$ cat config.mk
export PLATFORM = sky130hd
export DESIGN_NAME = lcd_spi_write
export DESIGN_NICKNAME = d
export VERILOG_FILES = /design/src/rtl/lcd_pkg.sv /design/src/rtl/lcd_spi_tick.sv /design/src/rtl/lcd_spi_write.sv
export SDC_FILE = /design/constraint.sdc
export NUM_CORES = 1
export LEC_CHECK = 0
export ABC_AREA = 1
export BUFFER_PORTS_ARGS = -buffer_cell sky130_fd_sc_hd__buf_4
export CAP_MARGIN = 30
export CELL_PAD_IN_SITES_DETAIL_PLACEMENT = 0
export CELL_PAD_IN_SITES_GLOBAL_PLACEMENT = 2
export CORE_MARGIN = 2
export CORE_UTILIZATION = 31
export DETAILED_ROUTE_END_ITERATION = 7
export PLACE_DENSITY = 0.86
export SYNTH_ARGS = -nofsm -noshare
export SYNTH_HDL_FRONTEND = slang
export SYNTH_SLANG_ARGS = --single-unit
$ cat constraint.sdc
create_clock -name sys_clk_50MHz -period 1.4 [get_ports sys_clk_50MHz]
set_input_delay 0.21 -clock sys_clk_50MHz [delete_from_list [all_inputs] [get_ports sys_clk_50MHz]]
set_output_delay 0.21 -clock sys_clk_50MHz [all_outputs]
set_load 0.02 [all_outputs]
$ cat src/rtl/lcd_pkg.sv
// Shared LCD definitions: word layout, serialiser FSM encoding,
// default timing and the command opcodes used across LCD blocks.
package lcd_pkg;

  localparam int LCD_WORD_W       = 9;
  localparam int LCD_DC_BIT       = 8;
  localparam int LCD_DIV_HALF_DEF = 2;
  localparam int LCD_SETTLE_DEF   = 2;

  typedef enum logic [4:0] {
    ST_IDLE   = 5'b00001,
    ST_SETTLE = 5'b00010,
    ST_SHIFT  = 5'b00100,
    ST_HOLD   = 5'b01000,
    ST_DONE   = 5'b10000
  } lcd_state_e;

  localparam logic [7:0] LCD_CMD_SLPOUT = 8'h11;
  localparam logic [7:0] LCD_CMD_DISPON = 8'h29;
  localparam logic [7:0] LCD_CMD_CASET  = 8'h2A;
  localparam logic [7:0] LCD_CMD_RASET  = 8'h2B;
  localparam logic [7:0] LCD_CMD_RAMWR  = 8'h2C;
  localparam logic [7:0] LCD_CMD_MADCTL = 8'h36;
  localparam logic [7:0] LCD_CMD_COLMOD = 8'h3A;

  function automatic logic [LCD_WORD_W-1:0] lcd_word(
    input logic       dc,
    input logic [7:0] payload
  );
    return {dc, payload};
  endfunction

endpackage

$ cat src/rtl/lcd_spi_tick.sv
// SCK half-period tick: one-cycle pulse every DIV_HALF cycles
// while enabled; the count restarts whenever enable drops.
module lcd_spi_tick
  import lcd_pkg::*;
#(
  parameter int DIV_HALF = LCD_DIV_HALF_DEF
) (
  input  logic sys_clk_50MHz,
  input  logic sys_rst_n,
  input  logic enable,
  output logic tick
);

  localparam logic [7:0] LAST = 8'(DIV_HALF - 1);

  logic [7:0] cnt_q;

  assign tick = enable && (cnt_q == LAST);

  always_ff @(posedge sys_clk_50MHz or negedge sys_rst_n) begin
    if (!sys_rst_n) begin
      cnt_q <= '0;
    end else if (!enable || tick) begin
      cnt_q <= '0;
    end else begin
      cnt_q <= cnt_q + 8'd1;
    end
  end

endmodule

$ cat src/rtl/lcd_spi_write.sv
// 9-bit D/C + byte serialiser, SPI mode 0, MSB first, registered
// outputs; pulses wr_done as CS rises after each complete byte.
module lcd_spi_write
  import lcd_pkg::*;
#(
  parameter int DIV_HALF   = LCD_DIV_HALF_DEF,
  parameter int SETTLE_CYC = LCD_SETTLE_DEF
) (
  input  logic                  sys_clk_50MHz,
  input  logic                  sys_rst_n,
  input  logic                  en_write,
  input  logic [LCD_WORD_W-1:0] data_in,
  output logic                  wr_done,
  output logic                  lcd_cs,
  output logic                  lcd_dc,
  output logic                  lcd_sck,
  output logic                  lcd_mosi
);

  localparam logic [3:0] SETTLE_LAST = 4'(SETTLE_CYC - 1);

  lcd_state_e state_q, state_d;

  logic [3:0] set_q, set_d;
  logic [2:0] bit_q, bit_d;
  logic [7:0] sh_q, sh_d;
  logic       cs_d, sck_d, mosi_d;
  logic       dc_d, done_d;
  logic       tick, shifting, latch;

  assign shifting = (state_q == ST_SHIFT)
                 || (state_q == ST_HOLD);
  assign latch = (state_q == ST_SETTLE)
              && en_write
              && (set_q == SETTLE_LAST);

  lcd_spi_tick #(
    .DIV_HALF(DIV_HALF)
  ) u_tick (
    .sys_clk_50MHz(sys_clk_50MHz),
    .sys_rst_n    (sys_rst_n),
    .enable       (shifting),
    .tick         (tick)
  );

  always_ff @(posedge sys_clk_50MHz or negedge sys_rst_n) begin
    if (!sys_rst_n) begin
      state_q <= ST_IDLE;
    end else begin
      state_q <= state_d;
    end
  end

  always_comb begin
    state_d = state_q;
    unique case (state_q)
      ST_IDLE: begin
        if (en_write) state_d = ST_SETTLE;
      end
      ST_SETTLE: begin
        if (!en_write) state_d = ST_IDLE;
        else if (latch) state_d = ST_SHIFT;
      end
      ST_SHIFT: begin
        if (tick && lcd_sck && (bit_q == 3'd7))
          state_d = ST_HOLD;
      end
      ST_HOLD: begin
        if (tick) state_d = ST_DONE;
      end
      ST_DONE: begin
        state_d = en_write ? ST_SETTLE : ST_IDLE;
      end
      default: state_d = ST_IDLE;
    endcase
  end

  // SCK phase only moves on a tick; MOSI advances on the falling edge
  always_comb begin
    set_d  = '0;
    bit_d  = bit_q;
    sh_d   = sh_q;
    sck_d  = lcd_sck;
    mosi_d = lcd_mosi;
    dc_d   = lcd_dc;
    cs_d   = !((state_d == ST_SHIFT)
            || (state_d == ST_HOLD));
    done_d = (state_d == ST_DONE);
    unique case (state_q)
      ST_SETTLE: begin
        if (latch) begin
          sh_d   = data_in[7:0];
          mosi_d = data_in[7];
          dc_d   = data_in[LCD_DC_BIT];
          bit_d  = '0;
          sck_d  = 1'b0;
        end else if (en_write) begin
          set_d = set_q + 4'd1;
        end
      end
      ST_SHIFT: begin
        if (tick) begin
          if (!lcd_sck) begin
            sck_d = 1'b1;
          end else begin
            sck_d = 1'b0;
            if (bit_q != 3'd7) begin
              bit_d  = bit_q + 3'd1;
              sh_d   = {sh_q[6:0], 1'b0};
              mosi_d = sh_q[6];
            end
          end
        end
      end
      ST_HOLD: begin
        if (tick) mosi_d = 1'b0;
      end
      ST_IDLE, ST_DONE: begin
        sck_d  = 1'b0;
        mosi_d = 1'b0;
      end
      default: ;
    endcase
  end

  always_ff @(posedge sys_clk_50MHz or negedge sys_rst_n) begin
    if (!sys_rst_n) begin
      set_q    <= '0;
      bit_q    <= '0;
      sh_q     <= '0;
      lcd_cs   <= 1'b1;
      lcd_sck  <= 1'b0;
      lcd_mosi <= 1'b0;
      lcd_dc   <= 1'b0;
      wr_done  <= 1'b0;
    end else begin
      set_q    <= set_d;
      bit_q    <= bit_d;
      sh_q     <= sh_d;
      lcd_cs   <= cs_d;
      lcd_sck  <= sck_d;
      lcd_mosi <= mosi_d;
      lcd_dc   <= dc_d;
      wr_done  <= done_d;
    end
  end

endmodule

# Word-level counts from Yosys, hierarchy flattened
# Cells that the tools add are included.
dict set report classes {
  addsub 3
  n_mux 31
  reduce_logical 18
  eq_ne 17
}
# op n
set op_table {}
lappend op_table {{2-to-1 mux 7 bit} 4}
lappend op_table {{2-to-1 mux 5 bit} 5}
lappend op_table {{case mux 5 bit (5 select lines)} 1}
lappend op_table {{case mux 7 bit (2 select lines)} 1}
lappend op_table {{2-to-1 mux 3 bit} 4}
lappend op_table {{2-to-1 mux 4 bit} 3}
lappend op_table {{== test 5 x 3 -> 1 bit, second input constant} 2}
lappend op_table {{== test 5 x 4 -> 1 bit, second input constant} 2}
lappend op_table {{== test 5 bit, second input constant} 2}
lappend op_table {{adder 8 x 1 -> 8 bit, second input constant} 1}
lappend op_table {{== test 8 x 1 -> 1 bit, second input constant} 1}
lappend op_table {{2-to-1 mux 1 bit} 8}
lappend op_table {{2-to-1 mux 8 bit} 1}
lappend op_table {{inequality test 2 bit, second input constant} 4}
lappend op_table {{case mux 3 bit (2 select lines)} 1}
lappend op_table {{AND reduction 6 bit} 1}
lappend op_table {{== test 5 x 1 -> 1 bit, second input constant} 1}
lappend op_table {{== test 5 x 2 -> 1 bit, second input constant} 1}
lappend op_table {{logical AND 1 bit} 5}
lappend op_table {{AND reduction 5 bit} 1}
lappend op_table {{adder 4 x 1 -> 4 bit, second input constant} 1}
lappend op_table {{== test 4 x 1 -> 1 bit, second input constant} 1}
lappend op_table {{case mux 1 bit (4 select lines)} 1}
lappend op_table {{nonzero test 4 bit} 1}
lappend op_table {{other kinds (13)} 16}
dict set report totals {
  in_bits 12
  regBits 32
}

# Logic depth before layout (Yosys ltp)
# Gate-level depths: netlist (run 1).
dict set report logic_depth {
  word_depth 10
  depth_mapped 10
  ltp_nobuf 10
}

# Modules after synthesis
# A second synthesis (run 1) with hierarchy kept.
dict set report hier_totals {
  hier_cells 241
  hier_area_um2 1790.5
}
# mod n_inst area_each_um2 cells_per_inst
set by_module_without_submodules {}
lappend by_module_without_submodules {lcd_spi_write 1 1323.8 176}
lappend by_module_without_submodules {lcd_spi_tick 1 466.7 65}

# Worst setup path after synthesis (run 1)
# No wires, ideal clock.
dict set report synth_path {
  path_kind {register -> register}
  from {register bit_q[0]}
  to {register bit_q[0]}
  n_path_buf 0
  path_stages_with_launch 9
  synth_period_minus_slack_ps 1443
  t_arrival_ps 1324
  setup_ps 118
  slack_ps -43
  required_time_ps 1282
  cell_sequence {dfrtp_1 > ha_1 > ha_1 > o21ai_1 > inv_2 > nor2_8 > nand2_4 > nand2_1 > nand2_1}
}
dict set report synth_between {
  elab_chain_cells 5
  word_cells_on_any_way 8
  classes_between {add/sub: 1; eq/ne: 2; mux: 4; reduce/logical: 1}
}
# item line
set synth_rtl {}
lappend synth_rtl {{from (decl)} lcd_spi_write.sv:25} ;# logic [2:0] bit_q, bit_d;
lappend synth_rtl {{from (signal assigned)} lcd_spi_write.sv:138} ;# bit_q <= bit_d;
lappend synth_rtl {{adder 3 x 1 -> 3 bit} lcd_spi_write.sv:108} ;# bit_d = bit_q + 3'd1;
lappend synth_rtl {{2-to-1 mux 3 bit} lcd_spi_write.sv:107} ;# if (bit_q != 3'd7) begin
lappend synth_rtl {{2-to-1 mux 3 bit} lcd_spi_write.sv:103} ;# if (!lcd_sck) begin
lappend synth_rtl {{2-to-1 mux 3 bit} lcd_spi_write.sv:102} ;# if (tick) begin
lappend synth_rtl {{case mux 3 bit (2 select lines)} lcd_spi_write.sv:89} ;# unique case (state_q)
# Several ways; a longest one is shown, not always the timed one. The select of a mux whose other input is x is not followed.
# A chain may end at the register's enable or synchronous reset.

# Worst setup path after layout (run 1)
dict set report layout_path {
  from {register bit_q[0]}
  to {register bit_q[1]}
}
# The elaborated chain is that of the path after synthesis.

==> results of run 1 <==
-- power breakdown --
group	switching, uW	total [uW]	leakage [uW]	internal (uW)
clock	343	744	0.0000455	401
combinational	614	1120	0.000755	505
sequential	108	1190	0.000426	1080
-- stage by stage --
stage / hold slack [ps] / worst slack [ps]
floorplan: -85.59 / 0.09448
detailed placement: 184.7 / -112.4
global placement: 182.2 / -108.1
CTS: 149.6 / -58.30
finish: 157.5 / -49.09
global route: 175.5 / -163.3
-- repair_timing --
item / in CTS / in global routing
endpoints found under the hold margin: 30 / 0
setup endpoints to repair: 19 / 29
gates resized for setup: 7 / 27
hold buffers: 1 / 0
gates cloned: 0 / 1
buffers inserted: 3 / 1
pin swaps: 4 / 8
-- sequential cells by signal, summed over array words and instances, names as in the netlist --
name          flops
lcd_mosi          1
lcd_dc            1
bit_q             3
set_q             4
lcd_sck           1
lcd_cs            1
u_tick.cnt_q      8
state_q           5
sh_q              7
wr_done           1
-- worst min path at each step --
stage          slack, ps  depth (start not counted)       end       start
2_1_floorplan        -90                          0  bit_q[0]   sys_rst_n
6_report             160                          3    lcd_dc  data_in[8]
3_5_place_dp         180                          1  set_q[3]   sys_rst_n
5_1_grt              180                          3    lcd_dc  data_in[8]
4_1_cts              150                          3    lcd_dc  data_in[8]
3_3_place_gp         180                          1  set_q[2]   sys_rst_n
-- logic make-up (layout without fill, tap and decap cells) --
| logic type | after synthesis | in the layout | share of synthesized area |
|---|---|---|---|
| AND/OR/NAND/NOR | 143 | 144 | 0.3770 |
| flip-flops | 32 | 32 | 0.4499 |
| XOR/XNOR | 4 | 4 | 0.01963 |
| adder cells (fa/ha/maj) | 6 | 6 | 0.04205 |
| buffers and inverters | 28 | 86 | 0.06797 |
| AO/OA/AOI/OAI | 14 | 14 | 0.04345 |
-- final cells by class --
class	instances	area share
Clock buffer	8	0.03620
Multi-Input combinational cell	168	0.3947
Tap cell	72	0.03620
Sequential cell	32	0.3233
Timing Repair Buffer	53	0.1719
Inverter	25	0.03771
-- routing by layer --
metal	GRT usage	wire length, um
met1	0.1823	1974
met4	0.07119	97
met5	0	0
met3	0.03733	106
met2	0.2125	1980
-- cells in the mapped netlist, types with 3 or more instances --
library cell	n
a21oi_1	4
inv_2	7
nand2_2	5
o21ai_1	4
nand4_1	7
ha_1	6
nor3_1	3
nand2_1	70
nor2_1	30
dfrtp_1	30
o21ai_0	3
nand3_1	17
inv_1	18
nor2_4	3
-- layout by cell type, fill, tap and decap left out, types with 3 or more instances in the layout --
cell,Yosys,layout
nor2_1,30,24
inv_2,7,12
clkbuf_8,0,6
nand2_1,70,64
nand3_2,1,4
nor2_2,2,4
nand4_1,7,7
inv_1,18,13
nand2_2,5,10
nand3_1,17,14
ha_1,6,3
dfrtp_1,30,29
a21oi_1,4,3
nand2_4,2,4
o21ai_0,3,3
nor2_4,3,7
buf_4,0,47
o21ai_1,4,3
nor3_1,3,3
buf_6,2,4
-- worst register-to-register path, delay by kind of cell (launching register included) --
family                   cells  cell delay, ps
flip-flops                   1             390
buffers and inverters        1              80
AND/OR/NAND/NOR              4             360
adder cells (fa/ha/maj)      2             370
AO/OA/AOI/OAI                1             150
==> reports/summary.txt, run 1 <==
RR Endpoint -> bit_q[1]
CP startpoint -> bit_q[0]
multi-input logic area -> 982.2 um^2
synth unique cells -> 28
stages on the worst setup path -> 8
Top FF cell, synth -> dfrtp_1
Post-Synthesis Cells -> 227
vias in the first global route -> 1,483
vias per cell -> 4.497
synth top area cells -> dfrtp_1 (42%), nand2_1 (15%), nor2_1 (6.3%), nand3_1 (4.8%), ha_1 (4.2%)
VDD IR-drop max -> 0.5008 mV
Yosys reg bits -> 32
Ports -> 17
P&R area growth vs syn -> 39.38%
reg-to-reg slack, setup -> -50 ps
Synth warnings -> 0
vias -> 1,610
CP arrival -> 1630 ps
remaining global-route overflow -> 0
status -> complete, but fails checks
max_cap viols -> 0
initial antenna violation count -> 0
CTS tree -> yes
setup_tns -> -412.9 ps
hpwl dp -> 3.044 mm
max-slew violations -> 0
Slew HR -> 0.7036
Pleak -> 0.001227 uW
CP delay by family, top -> flip-flops
syn nets -> 245
CP peak stage delay -> 390 ps
Finished Cell Area -> 2489 um^2
routed len/inst -> 11.61 um
period utilisation layout -> 1.035
CORE AREA -> 5540 um^2
Worst setup SP type -> flop
share of cells above drive strength 1 -> 0.3881
Post-Place Cells -> 344
crit path kind -> reg2reg
Worst R2R Path Depth -> 8
Seq. cell area -> 804.5 um^2
worst-margin pin slew -> 441.2 ps
Fin. Hold Viols -> 0
R2R Path Start -> bit_q[0]
largest net degree at the start of global routing -> 33
CP Max Fanout -> 5
dominant cell type by area after synthesis -> dfrtp_1
setup slack after layout -> -49.09 ps
Power per Cell Area -> 1227 nW/um^2
worst skew pair latency -> 290 ps
Worst Setup End Kind -> flop
Seq/Total Area, Yosys -> 0.4499
Sinks on Clock Net -> 32
GRT Total Usage -> 0.1400
Worst Hold Class -> in2reg
buffers and inverters on the worst path -> 1
ANT cells -> 0
root buffer cell -> clkbuf_8
Synth top area share -> 0.4205
Finished Core Util -> 0.4492
die footprint -> 6382 um^2
async set or reset register ratio after synthesis -> 1.000
total CTS buffers -> 5
row cnt -> 27
clock skew -> 4.436 ps
syn_area_per_cell -> 7.865 um^2
H-Tree Depth -> 2
Reg clk slew, reported paths -> 70 ps
final setup violation count -> 11
die width -> 79.89 um
Non-Filler Instances -> 358
Die Ht -> 79.89 um
most frequent cell on the critical path -> nand2_1
CP max stage cell -> dfrtp_1
unrepaired setup endpoints after global routing -> true
Highest Clock Rate -> 690.1 MHz
Syn Std Cell Area -> 1785 um^2
CP Cell Sequence -> ha_2 > ha_4 > o21ai_4 > inv_2 > nor2_8 > nand2_4 > nand2_1 > nand2_1
first-pass GRT wire length -> 6.762 mm
violated checks -> setup timing
Total Wirelength -> 4.158 mm
minimum clock period -> 1449 ps
Port Buf Inserts -> 16
Filler cells -> 591
ANT nets after route -> 0
crit path to -> bit_q[1]
Post-synth EDFFs -> 0
GPL Wtd Cong -> 0.7659
# DRC -> 0
Nets -> 303
area post-placement -> 2230 um^2
Initial Util -> 0.3223
CP Data Required Time -> 1580 ps
Clock Path Buffers -> 2
DR iter-0 viols -> 46
Pwr Total -> 3055 uW
Pre-Repair DR Iteration Count -> 4
No activity file was read; power rests on OpenSTA's default activity.
==> run 2: changes to the inputs <==
Settings changed: BUFFER_PORTS_ARGS -buffer_cell sky130_fd_sc_hd__buf_4 to -buffer_cell sky130_fd_sc_hd__buf_2.
==> reports/summary.txt, run 2 (synthesis results as in run 1) <==
most frequent cell on the critical path -> nand2_1
Worst R2R Path Depth -> 8 (unchanged)
area post-placement -> 2190 um^2 (-1.8%)
setup_tns -> -327.6 ps (+85.26 ps)
GRT Total Usage -> 0.1348 (-0.005258)
part of the power in registers -> 0.403 (+0.013)
Pint -> 1919 uW (-3.6%)
initial antenna violation count -> 0 (unchanged)
clock skew -> 6.056 ps (+1.620 ps)
Largest regs -> u_tick.cnt_q (8), sh_q (7), state_q (5)
Clock Power Share -> 0.246 (+0.003)
# DRC -> 0 (unchanged)
crit path kind -> reg2reg
CP delay by family, top -> flip-flops
Nets -> 307 (+1.3%)
GPL Wtd Cong -> 0.7636 (-0.30%)
WHS -> 177.4 ps (+19.89 ps)
Pre-Repair DR Iteration Count -> 4 (unchanged)
commonest cells after routing, fill and taps aside -> nand2_1 (65), buf_4 (36), dfrtp_1 (29)
Reg clk slew, reported paths -> 70 ps (about the same)
max-slew violations -> 0 (unchanged)
Initial Util -> 0.3223 (unchanged)
H-Tree Depth -> 2 (unchanged)
RR Endpoint -> sh_q[2]
Hold Path Stages -> 3 (unchanged)
share of cells above drive strength 1 -> 0.4276 (+0.03947)
Worst setup SP type -> flop
Worst Hold Class -> in2reg
period utilisation layout -> 1.029 (-0.005859)
CP Cell Sequence -> ha_2 > ha_4 > o21ai_2 > inv_2 > nor2_8 > nand2_4 > nand2_1 > nand2_1
VDD IR-drop max -> 0.3991 mV (-20%)
row cnt -> 27 (unchanged)
Total Wirelength -> 3.998 mm (-3.8%)
Non-Filler Instances -> 362 (+1.1%)
CP Data Required Time -> 1570 ps (about the same)
CTS tree -> yes
Sinks on Clock Net -> 32 (unchanged)
largest net degree at the start of global routing -> 33 (unchanged)
first-pass GRT wire length -> 6.741 mm (-0.31%)
Power per Cell Area -> 1166 nW/um^2 (-5.0%)
routed len/inst -> 11.04 um (-4.9%)
reg-to-reg slack, setup -> -40 ps (about the same)
die width -> 79.89 um (unchanged)
Fin. Hold Viols -> 0 (unchanged)
CP arrival -> 1620 ps (about the same)
setup slack after layout -> -40.89 ps (+8.202 ps)
Ports -> 17 (unchanged)
Clock Path Buffers -> 2 (unchanged)
total CTS buffers -> 5 (unchanged)
Hold Path End -> lcd_dc
CORE AREA -> 5540 um^2 (unchanged)
Worst Setup End Kind -> flop
final setup violation count -> 10 (-1)
CP max stage cell -> dfrtp_1
Biggest register -> u_tick.cnt_q
buffers and inverters on the worst path -> 1 (unchanged)
ANT cells -> 0 (unchanged)
die footprint -> 6382 um^2 (unchanged)
switch share -> 0.3499 (+0.001446)
NetSw -> 1033 uW (-3.0%)
worst hold path startpoint -> data_in[8]
root buffer cell -> clkbuf_8
number of flip-flops in the largest register -> 8 (unchanged)
Pleak -> 0.001255 uW (+2.3%)
Filler cells -> 570 (-3.6%)
vias per cell -> 4.436 (-1.4%)
Post-Place Cells -> 344 (unchanged)
CP Max Fanout -> 9 (+4)
Die Ht -> 79.89 um (unchanged)
DR iter-0 viols -> 98 (+110%)
max_cap viols -> 0 (unchanged)
pre-CTS setup slack -> -65.91 ps (+46.53 ps)
violated checks -> setup timing
CP peak stage delay -> 380 ps (about the same)
Comb pwr share -> 0.351 (-0.015)
commonest non-fill, non-tap cell in the layout -> nand2_1
unrepaired setup endpoints after global routing -> true
Highest Clock Rate -> 694.0 MHz (+0.57%)
R2R Path Start -> bit_q[0]
minimum clock period -> 1441 ps (-8.202 ps)
P&R area growth vs syn -> 41.77%
Finished Cell Area -> 2531 um^2 (+1.7%)
ANT nets after route -> 0 (unchanged)
vias -> 1,606 (-0.25%)
status -> complete, but fails checks
worst-margin pin slew -> 418.9 ps (-22.31 ps)
worst skew pair latency -> 280 ps (about the same)
Port Buf Inserts -> 16 (unchanged)
hpwl dp -> 2.888 mm (-5.1%)
Slew HR -> 0.7207 (+0.01713)
vias in the first global route -> 1,543 (+4.0%)
remaining global-route overflow -> 0 (unchanged)
==> run 2: changes by cell type in the layout (fill, tap and decap cells not counted), sizes merged <==
cell   before  now
buf        52   57
nand2      78   77
==> run 2: worst max-delay path by stage <==
stage	startpoint	endpoint	slack, ps	depth (start not counted)
final	bit_q[0]	sh_q[2]	-40	8
after global routing	bit_q[1]	bit_q[2]	-140	8
after CTS	bit_q[1]	sh_q[2]	-50	8
after detailed placement	state_q[1]	sh_q[2]	-70	9
after global placement	bit_q[0]	bit_q[1]	-60	8
after floorplan	u_tick.cnt_q[1]	lcd_sck	0.09	10
==> run 2: layout make-up <==
class,count,area [um^2],share of cell area
tap,72,90.09,0.03559
sequential,32,804.5,0.3178
timing repair buffer,58,416.7,0.1646
multi-input combinational,167,1036,0.4093
inverter,25,93.84,0.03707
clock buffer,8,90.09,0.03559
==> run 2: worst min-delay path, stage by stage <==
cell and delay [ps]:
buf_2 80, nand3_1 70, nand2_1 70
==> run 2: repair_timing <==
| item | 4_1_cts | 5_1_grt |
|---|---|---|
| hold endpoints to repair | 30 | 0 |
| endpoints found under the setup margin | 13 | 22 |
| hold buffers | 1 | 0 |
| pin swaps | 3 | 17 |
| gates resized for setup | 2 | 46 |
| setup buffers | 1 | 8 |
==> run 2: power groups by stage <==
| stage | clock, uW | sequential (uW) | combinational [uW] |
|---|---|---|---|
| 4_1_cts | 750 | 1180 | 907 |
| 3_3_place_gp | 0 | 1200 | 866 |
| 5_1_grt | 804 | 1210 | 1160 |
| 6_report | 727 | 1190 | 1040 |
| 2_1_floorplan | 0 | 1210 | 555 |
| 3_5_place_dp | 0 | 1200 | 877 |
==> run 2: metal layers <==
metal / wire length (um) / global-route usage / vias to the layer above
met4: 37 / 0.04068 / 0
met1: 1885 / 0.1736 / 730
li1: - / - / 844
met5: 0 / 0 / -
met3: 133 / 0.03846 / 4
met2: 1942 / 0.2183 / 28
==> run 2: through the flow <==
stage / util / power [uW]
floorplan: - / 1768
detailed placement: 0.3952 / 2077
CTS: 0.4160 / 2841
finish: 0.4569 / 2951
global route: 0.4569 / 3172
global placement: 0.3952 / 2065
